**src/rtl/reaction_game_pkg.sv**
```systemverilog
// Shared types and default timing constants for the reaction game input path.
package reaction_game_pkg;

    typedef enum logic [1:0] {
        RELEASED     = 2'd0,
        PRESS_WAIT   = 2'd1,
        PRESSED      = 2'd2,
        RELEASE_WAIT = 2'd3
    } key_state_t;

    // Default cycle counts for a 50 MHz board clock
    localparam int unsigned KEY_DEBOUNCE_1MS = 50000;
    localparam int unsigned KEY_HOLD_1S      = 50000000;

endpackage

```
**src/rtl/reaction_game_key_debounce.sv**
```systemverilog
// One key: two-flop synchronizer, debounce FSM, registered press/release pulses.
// Optional long-press hold pulse when KEY_COND_HOLD_EN is defined.
module reaction_game_key_debounce
    import reaction_game_pkg::*;
#(
    parameter int unsigned DEBOUNCE_CYCLES = KEY_DEBOUNCE_1MS,
    parameter int unsigned HOLD_CYCLES     = KEY_HOLD_1S
) (
    input  logic clk,
    input  logic reset_n,
    input  logic key_n,
    output logic key_level,
    output logic key_press,
    output logic key_release,
    output logic key_hold
);

    localparam int unsigned CW = $clog2(DEBOUNCE_CYCLES + 1);

    if (DEBOUNCE_CYCLES < 1 || HOLD_CYCLES <= DEBOUNCE_CYCLES) begin : g_bad_cfg
        $error("reaction_game_key_debounce: need DEBOUNCE_CYCLES >= 1 and HOLD_CYCLES > DEBOUNCE_CYCLES");
    end

    logic          sync1_q, sync2_q;
    logic          pressed_s;
    key_state_t    state_q, state_d;
    logic [CW-1:0] cnt_q, cnt_d;
    logic          level_q, level_d;
    logic          press_q, press_d;
    logic          release_q, release_d;

    assign pressed_s = ~sync2_q;

    always_comb begin
        state_d   = state_q;
        cnt_d     = cnt_q;
        press_d   = 1'b0;
        release_d = 1'b0;
        case (state_q)
            RELEASED: begin
                cnt_d = '0;
                if (pressed_s) begin
                    state_d = PRESS_WAIT;
                    cnt_d   = CW'(1);
                end
            end
            PRESS_WAIT: begin
                if (!pressed_s) begin
                    state_d = RELEASED;
                    cnt_d   = '0;
                end else if (cnt_q == CW'(DEBOUNCE_CYCLES)) begin
                    state_d = PRESSED;
                    cnt_d   = '0;
                    press_d = 1'b1;
                end else begin
                    cnt_d = cnt_q + CW'(1);
                end
            end
            PRESSED: begin
                if (!pressed_s) begin
                    state_d = RELEASE_WAIT;
                    cnt_d   = CW'(1);
                end
            end
            RELEASE_WAIT: begin
                if (pressed_s) begin
                    state_d = PRESSED;
                    cnt_d   = '0;
                end else if (cnt_q == CW'(DEBOUNCE_CYCLES)) begin
                    state_d   = RELEASED;
                    cnt_d     = '0;
                    release_d = 1'b1;
                end else begin
                    cnt_d = cnt_q + CW'(1);
                end
            end
            default: begin
                state_d = RELEASED;
                cnt_d   = '0;
            end
        endcase
        // Level is registered from the next state so it lines up with the pulses
        level_d = (state_d == PRESSED) || (state_d == RELEASE_WAIT);
    end

    always_ff @(posedge clk or negedge reset_n) begin
        if (!reset_n) begin
            sync1_q   <= 1'b1;
            sync2_q   <= 1'b1;
            state_q   <= RELEASED;
            cnt_q     <= '0;
            level_q   <= 1'b0;
            press_q   <= 1'b0;
            release_q <= 1'b0;
        end else begin
            sync1_q   <= key_n;
            sync2_q   <= sync1_q;
            state_q   <= state_d;
            cnt_q     <= cnt_d;
            level_q   <= level_d;
            press_q   <= press_d;
            release_q <= release_d;
        end
    end

    assign key_level   = level_q;
    assign key_press   = press_q;
    assign key_release = release_q;

`ifdef KEY_COND_HOLD_EN
    localparam int unsigned HW = $clog2(HOLD_CYCLES + 1);

    logic [HW-1:0] hold_cnt_q, hold_cnt_d;
    logic          hold_q, hold_d;

    // Counts across release bounces; saturates so the hold fires once per press
    always_comb begin
        hold_cnt_d = hold_cnt_q;
        hold_d     = 1'b0;
        if (state_q == PRESS_WAIT && state_d == PRESSED) begin
            hold_cnt_d = '0;
        end else if ((state_q == PRESSED || state_q == RELEASE_WAIT) &&
                     hold_cnt_q != HW'(HOLD_CYCLES)) begin
            hold_cnt_d = hold_cnt_q + HW'(1);
            hold_d     = (hold_cnt_q == HW'(HOLD_CYCLES - 1));
        end
    end

    always_ff @(posedge clk or negedge reset_n) begin
        if (!reset_n) begin
            hold_cnt_q <= '0;
            hold_q     <= 1'b0;
        end else begin
            hold_cnt_q <= hold_cnt_d;
            hold_q     <= hold_d;
        end
    end

    assign key_hold = hold_q;
`else
    assign key_hold = 1'b0;
`endif

endmodule

```
**src/rtl/reaction_game_key_conditioner.sv**
```systemverilog
// Conditions NUM_KEYS raw active-low pushbuttons into debounced levels and gated events.
// Define KEY_COND_HOLD_EN to enable the long-press key_hold pulses.
module reaction_game_key_conditioner
    import reaction_game_pkg::*;
#(
    parameter int unsigned NUM_KEYS        = 4,
    parameter int unsigned DEBOUNCE_CYCLES = KEY_DEBOUNCE_1MS,
    parameter int unsigned HOLD_CYCLES     = KEY_HOLD_1S
) (
    input  logic                clk,
    input  logic                reset_n,
    input  logic [NUM_KEYS-1:0] key_n,
    input  logic                en,
    output logic [NUM_KEYS-1:0] key_level,
    output logic [NUM_KEYS-1:0] key_press,
    output logic [NUM_KEYS-1:0] key_release,
    output logic [NUM_KEYS-1:0] key_hold
);

    logic [NUM_KEYS-1:0] press_raw;
    logic [NUM_KEYS-1:0] release_raw;
    logic [NUM_KEYS-1:0] hold_raw;

    genvar gi;
    generate
        for (gi = 0; gi < NUM_KEYS; gi++) begin : g_key
            reaction_game_key_debounce #(
                .DEBOUNCE_CYCLES(DEBOUNCE_CYCLES),
                .HOLD_CYCLES    (HOLD_CYCLES)
            ) u_debounce (
                .clk        (clk),
                .reset_n    (reset_n),
                .key_n      (key_n[gi]),
                .key_level  (key_level[gi]),
                .key_press  (press_raw[gi]),
                .key_release(release_raw[gi]),
                .key_hold   (hold_raw[gi])
            );
        end
    endgenerate

    // Events dropped while en is low are lost; level tracking is never gated
    assign key_press   = press_raw   & {NUM_KEYS{en}};
    assign key_release = release_raw & {NUM_KEYS{en}};
    assign key_hold    = hold_raw    & {NUM_KEYS{en}};

endmodule
```
**config.mk**
```make
export PLATFORM = sky130hd
export DESIGN_NAME = reaction_game_key_conditioner
export DESIGN_NICKNAME = d
export VERILOG_FILES = /design/src/rtl/reaction_game_pkg.sv /design/src/rtl/reaction_game_key_debounce.sv /design/src/rtl/reaction_game_key_conditioner.sv
export SDC_FILE = /design/constraint.sdc
export NUM_CORES = 1
export LEC_CHECK = 0
export CORE_MARGIN = 2
export CORE_UTILIZATION = 50
export DETAILED_ROUTE_END_ITERATION = 7
export PLACE_DENSITY = 0.71
export RECOVER_POWER = 50
export SETUP_SLACK_MARGIN = 0.05
export SYNTH_ARGS = -nofsm -noshare
export SYNTH_HDL_FRONTEND = slang
export SYNTH_SLANG_ARGS = --single-unit
```
**constraint.sdc**
```tcl
create_clock -name clk -period 1.8 [get_ports clk]
set_input_delay 0.36 -clock clk [delete_from_list [all_inputs] [get_ports clk]]
set_output_delay 0.36 -clock clk [all_outputs]
set_load 0.02 [all_outputs]
```
==> impl_metrics.yaml <==
route:
  routed_wl_um: 11460
  first_pass_iters: 5
  wl_met1_um: 5117
  top_signal_layer_used: "met4"
  wl_per_cell_um: 15.22
  route.vias.total: 4235
  routed_via_density: 5.624
  ant_nets: 0
  route.met2.wl_um: 5691
  drc: 0
  drtIter0Drc: 208
  wl_met3_um: 525
cts:
  cts_buffers: 9
  insertion_delay_ps: 370
  root_buffer: "clkbuf_8"
  cts_buffer_depth: 2
  cts_tree: "done"
  htree_levels: 3
  numClockSinks: 92
  path_clk_slew_ps: 90
placement:
  post-place-cells: 717
  pre_cts_ws_ps: -265.5
  gp_congestion: 0.8901
  hpwl_um: 7199
  portBuffers: 18
worst_setup_path:
  endpoint: "g_key[1].u_debounce.cnt_q[8]$_DFFE_PN0P_"
  crit_required_ps: 2040
  critPathLaunch: "g_key[1].u_debounce.cnt_q[10]$_DFFE_PN0P_"
  worstSetupEndpointType: "flop"
  rr_worst_depth: 7
  critical_path_class: "flop to flop"
  path_max_fanout: 8
  r2r_slack_ps: -120
  cp_data_arrival_time_ps: 2150
  reg2reg_from: "g_key[1].u_debounce.cnt_q[10]$_DFFE_PN0P_"
  cp-start-kind: "flop"
  timing.rr.end: "g_key[1].u_debounce.cnt_q[8]$_DFFE_PN0P_"
final_layout:
  fillers: 668
  num_antenna_cells: 0
  nets: 634
  area_growth_pct: 33.83
  regArea_um2: 2313
  layout.cells.non_filler: 753
  multi_input_area_um2: 2678
  drive_gt1_share_pct: 36.38
  final_util_pct: 68.83
sta:
  slew_viol_final: 0
  fin_ws_ps: -115.2
  finalCritPeriodShare_pct: 106.4
  hold_viol_final: 0
  grt_setup_unrepaired: "true"
  fin_crit_ps: 1915
  clock.fmax_mhz: 522.1
  finalSetupViolCount: 36
  slew_headroom_pct: 17.65
  finalClockSkew_ps: 20.13
  tightestPinTransition_ps: 1235
die:
  fp.dieH_um: 101.5
  start_util_pct: 51.43
  die_w_um: 101.5
  placementRows: 35
  core_region_area_um2: 9240
  io-pin-count: 23
  dieArea_um2: 10300
global_route:
  grt_max_degree: 48
  antenna_found_initial: 0
  grt_pass1_wl_um: 18080
  grt-ovfl-total: 0
  grt_usage_pct: 22.05
  grt_pass1_vias: 3978
flow_run:
  drv_cap: 0
run_status:
  violations: "negative setup slack"
  status: "finished, violations left"
yosys:
  ys_seq_elements: 92
  netlist_instances: 515
  synth.yosys.seq_area_share_pct: 48.66
  avgSynthCellArea_um2: 9.227
  async_flop_share_pct: 100.0
  synth-main-ff-cell: "dfrtp_1"
  synth_area_um2: 4752
  ys_warn_count: 0
  synth_edf_count: 0
  yosysUniqueCellTypes: 50
worst_hold_path:
  holdCritPathClass: "flop to flop"
pwr:
  ir_worst_vdd_mv: 0.5204
  power.density_nw_per_um2: 616.7
  leakage_uw: 0.002699
  p_total_uw: 3922
worst max-delay path, stage by stage, from the launching register on:
cell and delay (ps):
dfrtp_1 400, or4_1 560, nor4_4 300, buf_4 180, nor2_4 50, buf_6 140, o211ai_1 90, nand3_1 90
placed cells by master (no fill, tap or decap), types with 14 or more instances in the layout:
cell type  instances
nand3_1           25
a21oi_1           14
o21ai_0           15
dfrtp_1           83
nor2_1            29
buf_6             20
nand2_1           54
o21ai_1           18
a21oi_2           21
buf_4             71
o21ai_2           14
a31oi_1           26
power by group:
group | switching, uW | internal, uW | total (uW) | leakage (uW)
Sequential | 29.1 | 2110 | 2140 | 0.00124
Clock | 737 | 634 | 1370 | 0.0000910
Combinational | 219 | 193 | 412 | 0.00137
Total | 986 | 2940 | 3920 | 0.00270
area by class of cell:
type                       count  area share, %
clock buffer                   9          1.948
clock inverter                 7          1.062
inverter                      19          1.121
multi-input combinational    385          42.10
sequential                    92          36.38
tap                          129          2.538
timing repair buffer         112          14.85
per-stage QoR:
stage,setup TNS [ps],hold WS [ps],area [um^2]
global placement,-2361,269.5,5549
finish,-1839,359.6,6360
floorplan,-31.79,64.41,4800
global route,-8512,367.0,6360
CTS,-696.0,362.1,5996
detailed placement,-2629,267.2,5549
worst min-delay path by stage:
stage | slack, ps | endpoint | from | depth (start not counted)
finish | 360 | g_key[0].u_debounce.sync2_q$_DFF_PN1_ | g_key[0].u_debounce.sync1_q$_DFF_PN1_ | 0
CTS | 360 | g_key[0].u_debounce.sync2_q$_DFF_PN1_ | g_key[0].u_debounce.sync1_q$_DFF_PN1_ | 0
global route | 370 | g_key[1].u_debounce.sync2_q$_DFF_PN1_ | g_key[1].u_debounce.sync1_q$_DFF_PN1_ | 0
detailed placement | 270 | g_key[1].u_debounce.cnt_q[7]$_DFFE_PN0P_ | reset_n | 1
floorplan | 60 | g_key[0].u_debounce.cnt_q[0]$_DFFE_PN0P_ | reset_n | 0
global placement | 270 | g_key[1].u_debounce.cnt_q[3]$_DFFE_PN0P_ | reset_n | 1
flip-flops by register name, summed over array words and instances (netlist names):
signal,cells
g_key.u_debounce.key_press,4
g_key.u_debounce.key_level,4
g_key.u_debounce.cnt_q,64
g_key.u_debounce.sync2_q,4
g_key.u_debounce.sync1_q,4
g_key.u_debounce.state_q,8
g_key.u_debounce.key_release,4
cells in the mapped netlist, types with 12 or more instances:
master   number  area, um^2
and2_1       13       81.33
a31oi_1      28       175.2
nor2_1       33       123.9
nand4_1      12       75.07
inv_1        19       71.32
nand3_1      26       130.1
dfrtp_1      84        2102
o21ai_0      46       230.2
nor3_1       15       75.07
a21oi_1      35       175.2
nand2_1      64       240.2
logic make-up after synthesis:
family,share of synthesized area (%)
adders and majority gates,2.106
xor gates and xnor gates,1.659
AOI/OAI and AO/OA,17.40
other,0.07891
muxes,0.2106
and+or+nand+nor,24.96
buffers and inverters,4.923
DFF,48.66
per-layer routing:
| metal | vias to the layer above | GRT usage [%] |
|---|---|---|
| met3 | 12 | 4.762 |
| met2 | 98 | 35.00 |
| met5 | - | 0 |
| li1 | 2067 | - |
| met4 | 0 | 8.316 |
| met1 | 2058 | 29.90 |
repair_timing:
action | in CTS | in global routing
endpoints found under the setup margin | 63 | 88
pin swaps | 22 | 29
setup buffers | 5 | 10
resized for setup | 83 | 103
endpoints found under the hold margin | 16 | 0
cloned | 3 | 2
hold buffers | 1 | 0
Power figures use the tool's default switching activity.
